File: src/rtl/alu_pkg.sv
// Shared definitions for the ALU arbiter: opcodes, FSM encoding,
// operand/result bundles and a modulo index helper for the picker.
package alu_pkg;

    localparam logic [2:0] OP_AND = 3'b000;
    localparam logic [2:0] OP_OR  = 3'b001;
    localparam logic [2:0] OP_ADD = 3'b010;
    localparam logic [2:0] OP_XOR = 3'b011;
    localparam logic [2:0] OP_NOR = 3'b100;
    localparam logic [2:0] OP_LUI = 3'b101;
    localparam logic [2:0] OP_SUB = 3'b110;
    localparam logic [2:0] OP_SLT = 3'b111;

    localparam logic [1:0] S_IDLE = 2'd0;
    localparam logic [1:0] S_EXEC = 2'd1;
    localparam logic [1:0] S_RESP = 2'd2;

    typedef enum logic [1:0] {
        ST_IDLE = S_IDLE,
        ST_EXEC = S_EXEC,
        ST_RESP = S_RESP
    } state_e;

    typedef struct packed {
        logic [2:0]  op;
        logic [31:0] a;
        logic [31:0] b;
    } alu_req_t;

    typedef struct packed {
        logic [31:0] res;
        logic        zero;
        logic        ovf;
    } alu_rsp_t;

    // (base + off) mod n, for base < n and off < n
    function automatic int wrap_idx(input int base, input int off,
                                    input int n);
        int s;
        s = base + off;
        if (s >= n) s = s - n;
        return s;
    endfunction

endpackage

File: src/rtl/alu.sv
// Combinational 32-bit ALU.
// Ports: op_i opcode, a_i/b_i operands, res_o result,
//        zero_o (res_o == 0), ovf_o (unsigned carry of ADD).
module alu
    import alu_pkg::*;
(
    input  logic [2:0]  op_i,
    input  logic [31:0] a_i,
    input  logic [31:0] b_i,
    output logic [31:0] res_o,
    output logic        zero_o,
    output logic        ovf_o
);

    logic [31:0] sum;
    logic [31:0] res;
    logic        ovf;

    assign sum = a_i + b_i;

    always_comb begin
        res = '0;
        ovf = 1'b0;
        unique case (op_i)
            OP_AND: res = a_i & b_i;
            OP_OR:  res = a_i | b_i;
            OP_ADD: begin
                res = sum;
                // a wrapped sum smaller than an addend means carry-out
                ovf = (sum < b_i);
            end
            OP_XOR: res = a_i ^ b_i;
            OP_NOR: res = ~(a_i | b_i);
            OP_LUI: res = {b_i[15:0], 16'h0000};
            OP_SUB: res = a_i - b_i;
            OP_SLT: res = {31'd0, (a_i < b_i)};
            default: res = '0;
        endcase
    end

    assign res_o  = res;
    assign zero_o = ~|res;
    assign ovf_o  = ovf;

endmodule

File: src/rtl/rr_pick.sv
// Combinational round-robin picker: first set bit of req_i at or
// above ptr_i, wrapping. Ports: req_i, ptr_i in; gnt_o one-hot,
// idx_o winner index, any_o set when some request is present.
module rr_pick
    import alu_pkg::*;
#(
    parameter int N_REQ = 2,
    parameter int ID_W  = 1
) (
    input  logic [N_REQ-1:0] req_i,
    input  logic [ID_W-1:0]  ptr_i,
    output logic [N_REQ-1:0] gnt_o,
    output logic [ID_W-1:0]  idx_o,
    output logic             any_o
);

    logic [ID_W-1:0] cand;

    // Scan from farthest offset down so the nearest one wins last.
    always_comb begin
        gnt_o = '0;
        idx_o = '0;
        any_o = 1'b0;
        cand  = '0;
        for (int k = N_REQ - 1; k >= 0; k--) begin
            cand = ID_W'(wrap_idx(int'(ptr_i), k, N_REQ));
            if (req_i[cand]) begin
                gnt_o       = '0;
                gnt_o[cand] = 1'b1;
                idx_o       = cand;
                any_o       = 1'b1;
            end
        end
    end

endmodule

File: src/rtl/alu_arbiter.sv
// Shares one ALU between N_REQ requesters, one op in flight.
// Ports: req_valid/req_ready/req_op/req_a/req_b per requester,
//        rsp_valid/rsp_ready/rsp_id/rsp_res/rsp_zero/rsp_ovf, busy.
module alu_arbiter
    import alu_pkg::*;
#(
    parameter int N_REQ = 2,
    parameter int ID_W  = 1
) (
    input  logic                  clk,
    input  logic                  rst_n,
    input  logic [N_REQ-1:0]      req_valid,
    output logic [N_REQ-1:0]      req_ready,
    input  logic [3*N_REQ-1:0]    req_op,
    input  logic [32*N_REQ-1:0]   req_a,
    input  logic [32*N_REQ-1:0]   req_b,
    output logic                  rsp_valid,
    input  logic                  rsp_ready,
    output logic [ID_W-1:0]       rsp_id,
    output logic [31:0]           rsp_res,
    output logic                  rsp_zero,
    output logic                  rsp_ovf,
    output logic                  busy
);

    state_e          state_q;
    logic [ID_W-1:0] rr_ptr_q;
    logic [ID_W-1:0] rr_ptr_d;
    alu_req_t        req_q;
    alu_req_t        req_d;
    logic [ID_W-1:0] id_q;
    logic            rsp_valid_q;
    logic [ID_W-1:0] rsp_id_q;
    alu_rsp_t        rsp_q;
    logic            busy_q;

    logic [2:0]  op_arr [N_REQ];
    logic [31:0] a_arr  [N_REQ];
    logic [31:0] b_arr  [N_REQ];

    for (genvar g = 0; g < N_REQ; g++) begin : g_unpack
        assign op_arr[g] = req_op[3*g +: 3];
        assign a_arr[g]  = req_a[32*g +: 32];
        assign b_arr[g]  = req_b[32*g +: 32];
    end

    logic [N_REQ-1:0] gnt;
    logic [ID_W-1:0]  pick_idx;
    logic             pick_any;

    rr_pick #(
        .N_REQ (N_REQ),
        .ID_W  (ID_W)
    ) u_pick (
        .req_i (req_valid),
        .ptr_i (rr_ptr_q),
        .gnt_o (gnt),
        .idx_o (pick_idx),
        .any_o (pick_any)
    );

    logic [31:0] alu_res;
    logic        alu_zero;
    logic        alu_ovf;

    alu u_alu (
        .op_i   (req_q.op),
        .a_i    (req_q.a),
        .b_i    (req_q.b),
        .res_o  (alu_res),
        .zero_o (alu_zero),
        .ovf_o  (alu_ovf)
    );

    // Grants are only offered while idle; every grant is a handshake
    // because the picker only selects asserted valids.
    assign req_ready = (state_q == ST_IDLE) ? gnt : '0;

    assign req_d.op = op_arr[pick_idx];
    assign req_d.a  = a_arr[pick_idx];
    assign req_d.b  = b_arr[pick_idx];

    assign rr_ptr_d = (pick_idx == ID_W'(N_REQ - 1)) ? '0
                                                     : pick_idx + 1'b1;

    always_ff @(posedge clk or negedge rst_n) begin
        if (!rst_n) begin
            state_q     <= ST_IDLE;
            rr_ptr_q    <= '0;
            req_q       <= '0;
            id_q        <= '0;
            rsp_valid_q <= 1'b0;
            rsp_id_q    <= '0;
            rsp_q       <= '0;
            busy_q      <= 1'b0;
        end else begin
            unique case (state_q)
                ST_IDLE: begin
                    if (pick_any) begin
                        req_q    <= req_d;
                        id_q     <= pick_idx;
                        rr_ptr_q <= rr_ptr_d;
                        busy_q   <= 1'b1;
                        state_q  <= ST_EXEC;
                    end
                end
                ST_EXEC: begin
                    rsp_q.res   <= alu_res;
                    rsp_q.zero  <= alu_zero;
                    rsp_q.ovf   <= alu_ovf;
                    rsp_id_q    <= id_q;
                    rsp_valid_q <= 1'b1;
                    state_q     <= ST_RESP;
                end
                ST_RESP: begin
                    if (rsp_ready) begin
                        rsp_valid_q <= 1'b0;
                        busy_q      <= 1'b0;
                        state_q     <= ST_IDLE;
                    end
                end
                default: begin
                    state_q <= ST_IDLE;
                end
            endcase
        end
    end

    assign rsp_valid = rsp_valid_q;
    assign rsp_id    = rsp_id_q;
    assign rsp_res   = rsp_q.res;
    assign rsp_zero  = rsp_q.zero;
    assign rsp_ovf   = rsp_q.ovf;
    assign busy      = busy_q;

endmodule

File: config.mk
export PLATFORM = sky130hd
export DESIGN_NAME = alu_arbiter
export DESIGN_NICKNAME = d
export VERILOG_FILES = /design/src/rtl/alu_pkg.sv /design/src/rtl/alu.sv /design/src/rtl/rr_pick.sv /design/src/rtl/alu_arbiter.sv
export SDC_FILE = /design/constraint.sdc
export NUM_CORES = 1
export LEC_CHECK = 0
export BUFFER_PORTS_ARGS = -buffer_cell sky130_fd_sc_hd__buf_2
export CORE_AREA = 10 10 179 181
export CTS_CLUSTER_DIAMETER = 200
export DETAILED_ROUTE_END_ITERATION = 16
export DIE_AREA = 0 0 189 191
export GPL_TIMING_DRIVEN = 0
export PLACE_DENSITY = 0.67
export SLEW_MARGIN = 20
export SYNTH_ARGS = -nofsm -noshare
export SYNTH_HDL_FRONTEND = slang
export SYNTH_SLANG_ARGS = --single-unit
File: constraint.sdc
create_clock -name clk -period 3.7 [get_ports clk]
set_input_delay 0.74 -clock clk [delete_from_list [all_inputs] [get_ports clk]]
set_output_delay 0.74 -clock clk [all_outputs]
set_load 0.01 [all_outputs]
==> results of run 1 <==
[stage by stage]
| stage | setup TNS, ns | instances | util, % | cell area (um^2) | hold WS, ns |
|---|---|---|---|---|---|
| 6_report | -0.333 | 2034 | 49.0 | 13900 | 0.278 |
| 5_1_grt | -0.706 | 2034 | 49.0 | 13900 | 0.311 |
| 4_1_cts | -0.218 | 2017 | 48.0 | 13700 | 0.292 |
| 3_5_place_dp | -3.33 | 1968 | 44.3 | 12600 | 0.458 |
| 3_3_place_gp | -3.33 | 1967 | 44.2 | 12600 | 0.454 |
| 2_1_floorplan | 0 | 1406 | - | 11200 | 0.439 |
[state kept, by name, indices dropped and copies added, names as in the netlist]
register / cells
rsp_res: 32
id_q: 1
state_q: 2
rr_ptr_q: 1
rsp_valid: 1
req_q: 67
rsp_ovf: 1
rsp_zero: 1
busy: 1
rsp_id: 1
[worst max-delay path: cells and delay by family, from the launching register on]
kind                     cells  cell delay [ns]
AO/OA/AOI/OAI               10             1.79
XOR/XNOR                     1             0.20
buffers and inverters        2             0.39
flip-flops                   1             0.39
adder cells (fa/ha/maj)      2             0.68
AND/OR/NAND/NOR              4             0.34
[final cells by class]
type | count | area [um^2] | area share (%)
well taps | 384 | 480 | 3.45
flip-flops and latches | 108 | 2720 | 19.5
multi-input cells | 1033 | 8050 | 57.7
repair buffers | 229 | 1310 | 9.42
clock inverters | 6 | 65.1 | 0.467
plain buffers | 92 | 427 | 3.06
inverters | 172 | 646 | 4.63
clock buffers | 10 | 239 | 1.71
[synthesized netlist by cell type (31+ instances only)]
master / number
a21oi_1: 106
nor2_1: 97
ha_1: 126
a222oi_1: 67
clkbuf_1: 71
o21ai_0: 78
nand2_1: 104
dfrtp_1: 108
xnor2_1: 43
a211oi_1: 32
inv_1: 169
nor2b_1: 31
[cell usage in the layout, fill, tap and decap left out, types with 17 or more instances in the layout]
cell / n
a211oi_1: 24
a21o_1: 20
a21oi_1: 91
a222oi_1: 67
buf_2: 184
buf_4: 54
clkbuf_1: 61
dfrtp_1: 92
ha_1: 119
inv_1: 166
nand2_1: 102
nand2b_1: 20
nand3_1: 20
nand4_1: 17
nor2_1: 92
nor2b_1: 30
nor3_1: 18
o211ai_1: 19
o21ai_0: 65
xnor2_1: 40
[what timing repair did]
action | in CTS | in global routing
buffers inserted | 34 | 18
endpoints found under the setup margin | 14 | 4
gates cloned | 0 | 0
pin swaps | 37 | 9
gates resized for setup | 134 | 34
[kinds of logic (layout without fill, tap and decap cells)]
family          after synthesis  after routing
simple gates                348            348
xor+xnor                     49             49
mux                          26             26
buf+inv                     265            509
compound gates              482            482
flops                       108            108
fa+ha+maj                   128            128
[final timing paths]
check,startpoint,end,slack (ns),depth (start not counted)
max,req_q[18],rsp_ovf,-0.16,19
min,rst_n,req_q[62],0.28,1
max reg2reg,req_q[18],rsp_ovf,-0.16,19
min reg2reg,rsp_res[9],rsp_res[9],0.47,2
max in group asynchronous,rst_n,req_q[7],2.73,2
min in group clk,rsp_res[9],rsp_res[9],0.47,2
[metal layers]
metal  part of all wire [%]  track usage [%]  up-vias
li1                       -                -     5608
met1                     44             36.9     6001
met2                     43             40.0      714
met3                     10             6.69       97
met4                    3.3             9.19        0
met5                      0                0        -
==> impl_metrics.csv, run 1 <==
group,metric,value,unit
synthesis,yosys.area_share.adder,14.4,%
floorplan,die_h,191,um
synthesis,synth-xor-area-share,3.83,%
critical_path,slowest_stage,"a2111oi_0",
detailed_routing,routed_wl,50300,um
cts,clockBufferDepth,2,
critical_path,start_kind,"flop",
final_layout,nFillCells,2834,
sta,finalCritPeriodShare,104,%
critical_path,slowest_delay,0.50,ns
floorplan,io_pins,178,
floorplan,die_w,189,um
placed_design,dp_hpwl,39600,um
cts,path_clk_slew,0.08,ns
critical_path,critical_path.cell_chain,"inv_1 > ha_1 > buf_2 > o21ai_0 > a2111oi_0 > a21oi_1 > nor2_1 > a31oi_1 > xnor2_1 > ha_1 > a21oi_1 > nor2b_1 > o21ai_1 > nand2b_1 > a21oi_1 > nor2b_1 > o211ai_1 > a22oi_1 > a21oi_1",
cts,cts_sinks,108,
final_layout,drive_gt1_share,25.9,%
grt,grt_max_degree,62,
flow_run,max-cap-violations,0,
placed_design,dp_slack,-1.05,ns
cts,cts_tree,"yes",
detailed_routing,vias,12400,
detailed_routing,post-route-drc-count,0,
grt,grt_remaining_overflow,0,
detailed_routing,wl_per_cell,24.7,um
synthesis,ys_top_cells_by_area,"dfrtp_1, ha_1, a222oi_1",
critical_path,critPathKind,"reg -> reg",
cts,cts_hold_buf,0,
critical_path,cp.required,4.00,ns
synthesis,yosysTopAreaCellShare,24.1,%
final_layout,final_nets,1912,
synthesis,ys_ff_latch,108,
critical_path,critPathArrivalTime,4.17,ns
floorplan,start_util,39.4,%
sta,fin_skew,0.0102,ns
synthesis,synthCells,1406,
synthesis,ys.flop_type,"dfrtp_1",
floorplan,core_area,0.0285,mm^2
critical_path,cp-end-kind,"flop",
detailed_routing,viasPerCell,6.11,
synthesis,synth_warnings,0,
cts,ctsHtreeMaxLevel,3,
sta,slew_violations,0,
critical_path,worstPathMaxFanout,10,
synthesis,synth_mux_area_share,2.50,%
sta,fin_ws,-0.164,ns
status,status,"finished, violations left",
synthesis,ys_seq_area_share,24.1,%
detailed_routing,drtAntennaViolNets,0,
synthesis,synth.net_count,1673,
worst_hold_path,hold_class,"in -> async",
sta,grt_setup_unrepaired,"yes",
synthesis,syn_area_per_cell,7.97,um^2
sta,setup_viol,3,
grt,grt_pass1_vias,11900,
cts,cts_made_buffers,9,
synthesis,synth-compound-area-share,31.2,%
synthesis,synth-edff-count,0,
sta,hold_viol,0,
final_layout,antennaDiodeCount,0,
sta,worst_pin_slew,1.08,ns
grt,grt_pass1_wl,74600,um
cts,worstSkewPairLatency,0.38,ns
status,violations,"negative setup slack",
cts,clk_root_buffer_cell,"clkbuf_16",
synthesis,synth.distinct_cells,83,
synthesis,synth.cell_area,0.0112,mm^2
grt,track_usage,26.8,%
placed_design,place_congestion,1.03,
sta,fin_crit,3.86,ns
detailed_routing,firstDrtPassIters,6,
synthesis,synth_top_family_by_area,"compound AO/OA/AOI/OAI gates",
detailed_routing,drt_iter0_markers,1587,
synthesis,synth-simple-area-share,14.7,%
synthesis,yosysTopAreaCell,"dfrtp_1",
floorplan,die-area,0.0361,mm^2
final_layout,areaGrowthSynthToFinish,24.3,%
grt,antenna_found_initial,0,
placed_design,io_buffer_count,177,
synthesis,async_reset_ff_share,100,%
critical_path,path_common_cell,"a21oi_1",
sta,fmax,0.259,GHz
floorplan,core.rowCount,62,
sta,slew_headroom,28.1,%
Power of run 1 is not shown: default switching activity piles up to over one toggle a cycle in this logic, so the estimate is an artifact.
==> run 2, diff against run 1 <==
TNS_END_PERCENT = 10   (was not set)
==> run 2 against run 1 <==
The flow still finishes with violations (negative setup slack). Utilization shrank 0.54 points. Clock skew grew 0.0013 ns. Clock-buffer cell count is the same. Sequential cell count is the same. Non-clock buffer count shrank 14. Final cell count shrank 0.69%. Die area is the same. Cell area shrank 1.1%. Critical path type unchanged.
==> impl_metrics.csv, run 2 (synthesized netlist as in run 1, its figures left out) <==
group,metric,value,unit
cts,clk_root_buffer_cell,"clkbuf_16",
sta,fin_crit,4.02,ns
placed_design,placed_area,0.0126,mm^2
critical_path,critPathLaunch,"req_q[66]",
final_layout,nFillCells,2858,
critical_path,critPathArrivalTime,4.30,ns
placed_design,dp_slack,-1.05,ns
final_layout,most-common-layout-cells,"buf_2, inv_1, ha_1",
critical_path,rr_startpoint,"req_q[66]",
grt,grt_pass1_vias,11900,
final_layout,final_core_util,48.4,%
floorplan,core.rowCount,62,
final_layout,final_nets,1898,
placed_design,place_congestion,1.03,
grt,grt_pass1_wl,74600,um
grt,grt_remaining_overflow,0,
detailed_routing,routed_wl,50100,um
final_layout,largest_reg_flops,67,
cts,worstSkewPairLatency,0.38,ns
cts,ctsHtreeMaxLevel,3,
sta,fmax,0.249,GHz
detailed_routing,vias,12400,
cts,cts_tree,"yes",
status,violations,"negative setup slack",
critical_path,cp.required,3.98,ns
sta,slew_headroom,30.6,%
sta,fin_skew,0.0115,ns
detailed_routing,viasPerCell,6.13,
final_layout,antennaDiodeCount,0,
critical_path,r2r-end,"rsp_zero",
critical_path,critPathKind,"reg -> reg",
worst_hold_path,hold_class,"in -> async",
floorplan,start_util,39.4,%
placed_design,dp_hpwl,39600,um
critical_path,worstPathMaxFanout,10,
sta,slew_violations,0,
final_layout,regMostFlops,"req_q",
status,status,"finished, violations left",
floorplan,die_w,189,um
critical_path,critPathCapture,"rsp_zero",
critical_path,reg2regPathDepth,9,
detailed_routing,drt_iter0_markers,1489,
sta,worst_pin_slew,1.04,ns
detailed_routing,wl_per_cell,24.8,um
grt,antenna_found_initial,0,
detailed_routing,firstDrtPassIters,6,
final_layout,drive_gt1_share,24.9,%
final_layout,final_common_cell,"buf_2",
floorplan,die-area,0.0361,mm^2
cts,clockBufferDepth,2,
flow_run,max-cap-violations,0,
floorplan,core_area,0.0285,mm^2
cts,cts_hold_buf,0,
sta,finalCritPeriodShare,109,%
sta,setup_viol,2,
sta,grt_setup_unrepaired,"yes",
critical_path,rrSetupSlack,-0.32,ns
placed_design,io_buffer_count,177,
cts,cts_sinks,108,
final_layout,postLayoutCellArea,0.0138,mm^2
floorplan,io_pins,178,
detailed_routing,drtAntennaViolNets,0,
detailed_routing,post-route-drc-count,0,
sta,hold_viol,0,
cts,cts_made_buffers,9,
cts,path_clk_slew,0.09,ns
critical_path,cp-end-kind,"flop",
grt,track_usage,26.8,%
final_layout,areaGrowthSynthToFinish,23.0,%
critical_path,start_kind,"flop",
sta,fin_ws,-0.317,ns
grt,grt_max_degree,62,
floorplan,die_h,191,um
==> run 2: cell count changes in the layout (fill, tap and decap cells not counted), sizes merged <==
cell	change
buf	-14
==> run 2: worst min path at each step <==
stage               depth (start not counted)        start  slack [ns]     endpoint
global route                                1        rst_n        0.31    req_q[62]
detailed placement                          2  rsp_res[29]        0.46  rsp_res[29]
global placement                            2  rsp_res[29]        0.45  rsp_res[29]
CTS                                         1        rst_n        0.29    req_q[62]
finish                                      1        rst_n        0.28    req_q[62]
floorplan                                   0        rst_n        0.44         busy
==> run 2: final cells by class <==
cell class	count	area, um^2	area share [%]
inverters	172	646	4.68
flip-flops and latches	108	2720	19.7
multi-input cells	1033	8010	58.1
clock buffers	10	239	1.73
plain buffers	92	424	3.08
repair buffers	215	1200	8.74
well taps	384	480	3.48
clock inverters	6	65.1	0.472
==> run 2: what timing repair did <==
item | in CTS | in global routing
endpoints found under the hold margin | 0 | 0
setup endpoints to repair | 14 | 4
setup buffers | 33 | 4
pin swaps | 36 | 10
gates resized for setup | 134 | 23
==> run 2: routing by layer <==
layer	share of wire [%]	vias up	GRT usage, %
met5	0	-	0
met4	3.3	0	9.22
met3	10	100	6.72
met2	43	689	40.0
met1	44	5997	36.9
li1	-	5595	-
==> run 2: metrics by stage <==
stage	instances	hold slack [ns]	setup TNS, ns
2_1_floorplan	1406	0.439	0
3_3_place_gp	1967	0.454	-3.33
3_5_place_dp	1968	0.458	-3.33
4_1_cts	2016	0.292	-0.223
5_1_grt	2020	0.311	-0.707
6_report	2020	0.276	-0.500
==> run 2: critical path, cell delays in order (launching register included) <==
cell	delay, ns
dfrtp_1	0.50
clkbuf_1	0.53
clkbuf_1	0.78
clkbuf_1	0.61
mux2i_1	0.16
a21oi_1	0.42
o2111ai_2	0.17
nor4_2	0.35
nand4_1	0.17
o41ai_2	0.23
Power of run 2 is left out for the same reason.
==> run 3, diff against run 2 <==
CTS_BUF_LIST = sky130_fd_sc_hd__clkbuf_16   (was not set)
TNS_END_PERCENT = 100   (was 10)
==> run 3 against run 2 <==
The run still ends with negative setup slack left. Clock-buffer cell count down 1. Worst setup slack improved by 0.19 ns. First-iteration DRC count up 2.0%. Global-route usage is 0.070 points higher. Die area stayed put. Sequential share of layout area down 0.25 points. Maximum frequency rose by 5.0%. Final cell count up 0.64%. Via count rose by 0.13%. Clock skew shrank 0.00063 ns. Critical path type unchanged. Critical endpoint is now rsp_ovf.
==> impl_metrics.csv, run 3 (synthesized netlist as in run 1, its figures left out) <==
group,metric,value,unit
final_layout,most-common-layout-cells,"buf_2, inv_1, ha_1",
critical_path,worstPathMaxFanout,6,
critical_path,cp-end-kind,"flop",
grt,track_usage,26.9,%
critical_path,rr_startpoint,"req_q[2]",
sta,worst_pin_slew,1.08,ns
cts,cts_tree,"yes",
floorplan,core.rowCount,62,
sta,fin_skew,0.0109,ns
detailed_routing,post-route-drc-count,0,
sta,setup_viol,2,
placed_design,dpl.cell_count,1968,
sta,slew_violations,0,
floorplan,die_w,189,um
detailed_routing,drtAntennaViolNets,0,
final_layout,antennaDiodeCount,0,
critical_path,cp.required,4.00,ns
grt,grt_pass1_vias,12000,
detailed_routing,wirelength_met1,22200,um
final_layout,multiInputGateArea,0.00810,mm^2
detailed_routing,wl_met3,5040,um
flow_run,max-cap-violations,0,
placed_design,dp_slack,-1.05,ns
final_layout,seq_area,0.00273,mm^2
critical_path,rrSetupSlack,-0.13,ns
sta,hold_viol,0,
final_layout,nFillCells,2840,
final_layout,final_common_cell,"buf_2",
final_layout,areaGrowthSynthToFinish,24.6,%
cts,cts_made_buffers,9,
detailed_routing,drt_iter0_markers,1519,
cts,ctsHtreeMaxLevel,3,
placed_design,dp_hpwl,39600,um
floorplan,start_util,39.4,%
floorplan,die_h,191,um
sta,grt_setup_unrepaired,"yes",
cts,path_clk_slew,0.09,ns
floorplan,io_pins,178,
worst_hold_path,hold_class,"in -> async",
critical_path,reg2regPathDepth,20,
status,violations,"negative setup slack",
sta,fin_ws,-0.127,ns
critical_path,critPathKind,"reg -> reg",
placed_design,io_buffer_count,177,
grt,grt_max_degree,62,
grt,antenna_found_initial,0,
sta,setup_tns,-0.238,ns
sta,fin_crit,3.83,ns
cts,clockBufferDepth,2,
placed_design,place_congestion,1.03,
final_layout,final_nets,1911,
floorplan,die-area,0.0361,mm^2
critical_path,critPathLaunch,"req_q[2]",
detailed_routing,met2_wirelength,21600,um
grt,grt_pass1_wl,74700,um
sta,slew_headroom,28.0,%
detailed_routing,wl_per_cell,24.8,um
critical_path,r2r-end,"rsp_ovf",
final_layout,largest_reg_flops,67,
detailed_routing,firstDrtPassIters,6,
grt,grt_remaining_overflow,0,
sta,fmax,0.261,GHz
final_layout,drive_gt1_share,26.5,%
final_layout,regMostFlops,"req_q",
floorplan,core_area,0.0285,mm^2
detailed_routing,top_layer,"met4",
sta,finalCritPeriodShare,103,%
final_layout,final-instance-count-excl-fill,2033,
status,status,"finished, violations left",
detailed_routing,viasPerCell,6.10,
critical_path,critPathArrivalTime,4.13,ns
cts,clk_root_buffer_cell,"clkbuf_16",
detailed_routing,routed_wl,50400,um
cts,cts_sinks,108,
cts,worstSkewPairLatency,0.38,ns
critical_path,start_kind,"flop",
detailed_routing,vias,12400,
## run 3: cell types whose count changed in the layout (fill, tap and decap cells not counted), sizes merged
cell    before  now
buf        238  251
clkbuf      79   78
clkinv       3    4
## run 3: worst max-delay path, stage by stage (launching register included)
cell and delay, ns:
dfrtp_2 0.44, buf_4 0.18, ha_1 0.31, a211oi_2 0.27
o211ai_1 0.14, buf_4 0.17, buf_4 0.15, a31o_2 0.24
a21oi_4 0.23, o21ai_2 0.13, xnor2_1 0.17, ha_1 0.30
o21ai_1 0.08, nand2b_1 0.08, a21oi_2 0.12, nor2b_1 0.06
o21ai_1 0.11, nand2b_1 0.08, a21oi_2 0.17, o41ai_4 0.14
a21oi_1 0.17
## run 3: layer usage
metal  vias to the layer above  global-route usage (%)
met5                         -                       0
met4                         0                    9.28
met3                        94                    6.69
met2                       665                    40.1
met1                      6025                    37.0
li1                       5613                       -
## run 3: area by class of cell
cell class / count / area share [%]
repair buffers: 228 / 9.29
inverters: 172 / 4.62
multi-input cells: 1033 / 58.0
plain buffers: 92 / 3.08
well taps: 384 / 3.44
clock buffers: 9 / 1.61
clock inverters: 7 / 0.492
flip-flops and latches: 108 / 19.5
## run 3: through the flow
step / utilization [%] / instance area [um^2] / hold WS [ns]
2_1_floorplan: - / 11200 / 0.439
3_3_place_gp: 44.2 / 12600 / 0.454
3_5_place_dp: 44.3 / 12600 / 0.458
4_1_cts: 48.0 / 13700 / 0.295
5_1_grt: 49.1 / 14000 / 0.312
6_report: 49.1 / 14000 / 0.278
## run 3: how the worst max path moves through the flow
stage                          to  slack [ns]  depth (start not counted)
after floorplan           rsp_ovf        0.17                         20
after global placement    rsp_ovf       -1.06                         15
after CTS                 rsp_ovf       -0.09                         21
after detailed placement  rsp_ovf       -1.05                         21
final                     rsp_ovf       -0.13                         20
after global routing      rsp_ovf       -0.30                         22
## run 3: repair_timing
action / CTS / global route
gates cloned: 0 / 0
setup buffers: 35 / 15
pin swaps: 38 / 16
endpoints found under the setup margin: 14 / 4
hold buffers: 0 / 0
resized for setup: 135 / 49
hold endpoints to repair: 0 / 0
Power of run 3 is left out for the same reason.
